==> src/rtl/dmem_arb_pkg.sv <==
// dmem_arb_pkg: constants shared by the data-memory arbiter and its
// round-robin picker.
//   M0 / M1        master indices into two-bit request and grant vectors
//   owner_t        lock-owner encoding (none / master 0 / master 1)
//   BURST_MAX_DEF  default cap on consecutive locked beats
package dmem_arb_pkg;

  localparam int M0 = 0;
  localparam int M1 = 1;

  typedef enum logic [1:0] {
    OWN_NONE = 2'd0,
    OWN_M0   = 2'd1,
    OWN_M1   = 2'd2
  } owner_t;

  localparam int BURST_MAX_DEF = 4;

endpackage

==> src/rtl/rr_arb2.sv <==
// rr_arb2: two-way round-robin pick with a forced-owner override.
// Ports:
//   req[1:0]   request per master (index M0/M1)
//   last       master that won the most recent contention
//   force_en   a lock owner still holds priority this cycle
//   force_sel  which master owns the lock (0 = M0, 1 = M1)
//   gnt[1:0]   one-hot grant, all zero when nobody requests
module rr_arb2
  import dmem_arb_pkg::*;
(
  input  logic [1:0] req,
  input  logic       last,
  input  logic       force_en,
  input  logic       force_sel,
  output logic [1:0] gnt
);

  always_comb begin
    gnt = 2'b00;
    case (req)
      2'b01:   gnt[M0] = 1'b1;
      2'b10:   gnt[M1] = 1'b1;
      2'b11: begin
        // Under contention the lock owner wins while its burst lasts;
        // otherwise the master that did not win last time goes next.
        if (force_en) begin
          gnt[M1] = force_sel;
          gnt[M0] = ~force_sel;
        end else begin
          gnt[M1] = ~last;
          gnt[M0] = last;
        end
      end
      default: gnt = 2'b00;
    endcase
  end

endmodule

==> src/rtl/dmem_arbiter.sv <==
// dmem_arbiter: shares the single-port data memory between the core
// load/store unit (master 0) and a DMA/debug requester (master 1).
// At most one access is granted per cycle (grant is combinational);
// read data returns registered one cycle after the grant.
// Ports:
//   clk, reset                       clock, synchronous active-high reset
//   mN_req/we/lock/addr/wdata        master N request fields
//   mN_gnt                           combinational grant to master N
//   mN_rvalid, mN_rdata              registered read return to master N
//   mem_we, mem_a, mem_wd, mem_rd    memory port (mem_rd is asynchronous)
// Build option: define DMEM_ARB_FIXED_PRIO_EN for fixed priority
// (master 0 always wins, lock ignored, no round-robin/lock state).
module dmem_arbiter
  import dmem_arb_pkg::*;
#(
  parameter int BURST_MAX = BURST_MAX_DEF
) (
  input  logic        clk,
  input  logic        reset,
  input  logic        m0_req,
  input  logic        m0_we,
  input  logic        m0_lock,
  input  logic [31:0] m0_addr,
  input  logic [31:0] m0_wdata,
  input  logic        m1_req,
  input  logic        m1_we,
  input  logic        m1_lock,
  input  logic [31:0] m1_addr,
  input  logic [31:0] m1_wdata,
  output logic        m0_gnt,
  output logic        m1_gnt,
  output logic        m0_rvalid,
  output logic        m1_rvalid,
  output logic [31:0] m0_rdata,
  output logic [31:0] m1_rdata,
  output logic        mem_we,
  output logic [31:0] mem_a,
  output logic [31:0] mem_wd,
  input  logic [31:0] mem_rd
);

  // Reset suppresses every request, so no grant and no memory write.
  logic [1:0] req;
  logic [1:0] gnt;
  assign req = {m1_req, m0_req} & {2{~reset}};

`ifdef DMEM_ARB_FIXED_PRIO_EN

  logic lock_unused;
  assign lock_unused = m0_lock ^ m1_lock;
  assign gnt = {req[M1] & ~req[M0], req[M0]};

`else

  localparam logic [3:0] BURST_LIM = 4'(BURST_MAX);

  logic       last;
  owner_t     owner;
  owner_t     owner_nxt;
  logic [3:0] beat_cnt;
  logic [3:0] cnt_nxt;
  logic       owner_req;
  logic       force_en;
  logic       force_sel;
  logic       gnt_sel;
  logic       gnt_lock;

  always_comb begin
    force_sel = (owner == OWN_M1);
    owner_req = force_sel ? req[M1] : req[M0];
    force_en  = (owner != OWN_NONE) && owner_req && (beat_cnt < BURST_LIM);
  end

  rr_arb2 u_rr (
    .req       (req),
    .last      (last),
    .force_en  (force_en),
    .force_sel (force_sel),
    .gnt       (gnt)
  );

  // Ownership survives only a granted beat with lock held; any other
  // outcome (unlock, no request, lost arbitration) releases it.
  always_comb begin
    owner_nxt = OWN_NONE;
    cnt_nxt   = 4'd0;
    gnt_sel   = gnt[M1];
    gnt_lock  = gnt_sel ? m1_lock : m0_lock;
    if ((|gnt) && gnt_lock) begin
      owner_nxt = gnt_sel ? OWN_M1 : OWN_M0;
      if (owner == owner_nxt) begin
        // Saturate so an uncontended long burst cannot wrap back
        // under the limit.
        cnt_nxt = (beat_cnt == 4'hF) ? beat_cnt : beat_cnt + 4'd1;
      end else begin
        cnt_nxt = 4'd1;
      end
    end
  end

  always_ff @(posedge clk) begin
    if (reset) begin
      last     <= 1'b1;
      owner    <= OWN_NONE;
      beat_cnt <= 4'd0;
    end else begin
      if (&req) last <= gnt[M1];
      owner    <= owner_nxt;
      beat_cnt <= cnt_nxt;
    end
  end

`endif

  assign m0_gnt = gnt[M0];
  assign m1_gnt = gnt[M1];
  assign mem_a  = gnt[M1] ? m1_addr  : m0_addr;
  assign mem_wd = gnt[M1] ? m1_wdata : m0_wdata;
  assign mem_we = (gnt[M0] & m0_we) | (gnt[M1] & m1_we);

  // Stage p0 -> p1: capture read data for the granted reader.
  logic [1:0]  rvld_p1;
  logic [31:0] rdata0_p1;
  logic [31:0] rdata1_p1;
  logic [1:0]  rd_p0;

  assign rd_p0 = {gnt[M1] & ~m1_we, gnt[M0] & ~m0_we};

  always_ff @(posedge clk) begin
    if (reset) begin
      rvld_p1   <= 2'b00;
      rdata0_p1 <= 32'd0;
      rdata1_p1 <= 32'd0;
    end else begin
      rvld_p1 <= rd_p0;
      if (rd_p0[M0]) rdata0_p1 <= mem_rd;
      if (rd_p0[M1]) rdata1_p1 <= mem_rd;
    end
  end

  assign m0_rvalid = rvld_p1[M0];
  assign m1_rvalid = rvld_p1[M1];
  assign m0_rdata  = rdata0_p1;
  assign m1_rdata  = rdata1_p1;

endmodule

==> config.mk <==
export PLATFORM = sky130hd
export DESIGN_NAME = dmem_arbiter
export DESIGN_NICKNAME = d
export VERILOG_FILES = /design/src/rtl/dmem_arb_pkg.sv /design/src/rtl/rr_arb2.sv /design/src/rtl/dmem_arbiter.sv
export SDC_FILE = /design/constraint.sdc
export NUM_CORES = 1
export LEC_CHECK = 0
export CAP_MARGIN = 20
export CORE_AREA = 2 2 118 120
export DETAILED_ROUTE_END_ITERATION = 6
export DIE_AREA = 0 0 120 122
export PLACE_DENSITY = 0.84
export SYNTH_ARGS = -nofsm -noshare
export SYNTH_HDL_FRONTEND = slang
export SYNTH_SLANG_ARGS = --single-unit
==> constraint.sdc <==
create_clock -name clk -period 2.4 [get_ports clk]
set_clock_uncertainty 0.05 [all_clocks]
set_input_delay 0.48 -clock clk [delete_from_list [all_inputs] [get_ports clk]]
set_output_delay 0.48 -clock clk [all_outputs]
set_load 0.01 [all_outputs]
==> results.yml <==
outcome:
  status: "complete, but fails checks"
  violations: "negative setup slack"
floorplan:
  num_io_pins: 301
  start_util_pct: 27.5
  die_h_microns: 122
  dieArea_sq_um: 14600
  fp.dieW_microns: 120
  num_rows: 43
  core_area_sq_um: 13500
pwr:
  ir_drop_mv: 0.507
  leakagePower_uw: 0.00320
  p_per_area_nw_per_um2: 482
  totalPowerFinal_uw: 3830
layout:
  final_cell_mix: "clkdlybuf4s50_1, dfxtp_1, buf_6"
  finalNonFillerCells: 888
  design_area_sq_um: 7960
  layout.nets: 867
  final_common_cell: "clkdlybuf4s50_1"
  drive_gt1_share_pct: 33.4
  syn_to_final_growth_pct: 114
timing:
  period_needed_ns: 2.81
  final-max-slew-violation-count: 0
  slew_headroom_pct: 52.7
  rsz0062_at_grt: "true"
  setup_viol: 66
  fmax_mhz: 356
  tightest_slew_ns: 0.710
  hold_viol: 0
  setup_ws_ns: -0.408
  period_share_pct: 117
routing:
  drtIter0Drc: 338
  routedWlPerCell_microns: 22.3
  drc: 0
  ant_nets: 0
  avgViaCountPerCell: 4.82
  drtPass1Iterations: 4
  wirelength_mm: 19.8
  vias: 4276
setup_path:
  cp-end-kind: "primary output"
  crit_type: "reg -> out"
  start_kind: "register"
  cp.required_ns: 1.87
  cp.arrival_ns: 2.28
  crit_path_max_fanout: 4
global_routing:
  antenna_found_initial: 6
  grt_max_degree: 68
  grt_usage_pct: 25.7
  grt_pass1_wl_mm: 27.7
  overflow: 0
  grt_pass1_vias: 4381
job:
  cap_violations: 0
placement:
  io_buffers: 300
  place.gp.congestion: 0.853
  placedInstanceArea_sq_um: 7080
  place_worst_setup_slack_ns: -0.889
  hpwl_mm: 14.8
  place_inst: 849
synth:
  synth_seq_cells: 73
  synthCells: 374
  synth-seq-area-share_pct: 39.4
  syn_area_per_cell_sq_um: 9.93
  synth_area_sq_um: 3710
  ys_types: 40
  syn_nets: 543
  ys_warn_count: 0
clocking:
  cts.path.max_buffers: 2
  htree_levels: 3
  root_buffer: "clkbuf_16"
  clk_pin_slew_ns: 0.06
  clk_latency_ns: 0.32
  ctsHoldBuffers: 0
  cts_tree: "done"
  cts_sinks: 73
  cts-buffers-inserted: 9
worst_hold_path:
  hp-class: "reg -> reg"
[area by class of cell]
| cell class | count | area, sq um |
|---|---|---|
| Fill cell | 1130 | 5550 |
| Clock inverter | 5 | 62.6 |
| Clock buffer | 11 | 243 |
| Sequential cell | 73 | 1460 |
| Tap cell | 180 | 225 |
| Antenna cell | 5 | 12.5 |
| Timing Repair Buffer | 344 | 3650 |
| Inverter | 4 | 15.0 |
| Multi-Input combinational cell | 266 | 2280 |
[logic make-up after synthesis]
family / Yosys count / synth area share, %
compound gates: 78 / 11.4
xor+xnor: 1 / 0.236
fa+ha+maj: 1 / 0.337
buf+inv: 35 / 4.99
flops: 73 / 39.4
mux: 97 / 29.9
simple gates: 89 / 13.8
[through the flow]
stage	setup TNS (ns)	hold slack [ns]	utilization [%]
after CTS	-25.00	0.424	58.2
after floorplan	0	0.431	-
final	-22.49	0.422	58.9
after detailed placement	-54.86	0.416	52.4
after global routing	-26.63	0.445	58.9
after global placement	-54.02	0.411	52.4
[worst paths after layout]
path | from | end | slack (ns) | cells past startpoint
max | beat_cnt[3] | mem_wd[13] | -0.41 | 7
min | m0_rdata[11] | m0_rdata[11] | 0.42 | 2
max reg2reg | beat_cnt[2] | beat_cnt[3] | 0.33 | 7
min reg2reg | m0_rdata[11] | m0_rdata[11] | 0.42 | 2
[layer usage]
metal / global-route usage [%] / up-vias / wire length (microns)
met5: 0 / - / 37
met4: 7.28 / 6 / 300
met3: 11.3 / 28 / 2290
met2: 43.3 / 226 / 9820
met1: 29.7 / 2019 / 7340
li1: - / 1997 / -
[sequential cells by signal, indices dropped and copies added, names as in the netlist]
name      count
m0_rdata     32
m1_rdata     32
beat_cnt      4
owner         2
rvld_p1       2
last          1
[repair_timing]
item,in CTS,in global routing
endpoints found under the setup margin,67,67
buffers inserted,12,3
pin swaps,6,4
resized for setup,391,28
endpoints found under the hold margin,0,0
cloned,6,1
[synthesized netlist by cell type]
cell type  count  area [sq um]
and2_1         1          6.26
nor3b_1        1          7.51
a211oi_2       1          12.5
nor4b_1        1          8.76
ha_1           1          12.5
o21a_1         1          7.51
nand3b_1       1          7.51
or4_1          1          7.51
or3_1          1          6.26
a221oi_1       1          8.76
clkbuf_1      20          75.1
nor2_1         5          18.8
o221ai_1       1          8.76
xor2_1         1          8.76
o21ai_1        1          5.00
or2_1          1          6.26
buf_2          3          15.0
mux2i_1        1          10.0
nand2_1        3          11.3
a211oi_1       1          7.51
buf_12         1          20.0
dfxtp_1       73          1460
o21ai_0       34           170
nor3_1         2          10.0
mux2_2        91          1020
and4bb_2       1          12.5
mux2_4         5          75.1
or4b_4         1          13.8
o2111ai_1      1          8.76
nor2_2         1          6.26
a21oi_1       34           170
inv_1          4          15.0
nand2b_1       2          12.5
buf_4          6          45.0
o21ai_2        1          8.76
a22o_1         1          8.76
nor2b_1       32           200
nand3_1       35           175
o31ai_1        1          7.51
buf_8          1          15.0
[power by group]
group	internal, uW	switching, uW
logic	757	424
clock network	841	523
registers	1260	24.0
[critical path, cell delays in order, from the launching register on]
cell and delay [ns]:
dfxtp_2 0.33, or4b_4 0.56, nor2_4 0.10, or2_4 0.15, buf_4 0.18, clkbuf_16 0.16
mux2_2 0.34, buf_6 0.13
Power figures use the tool's default switching activity.
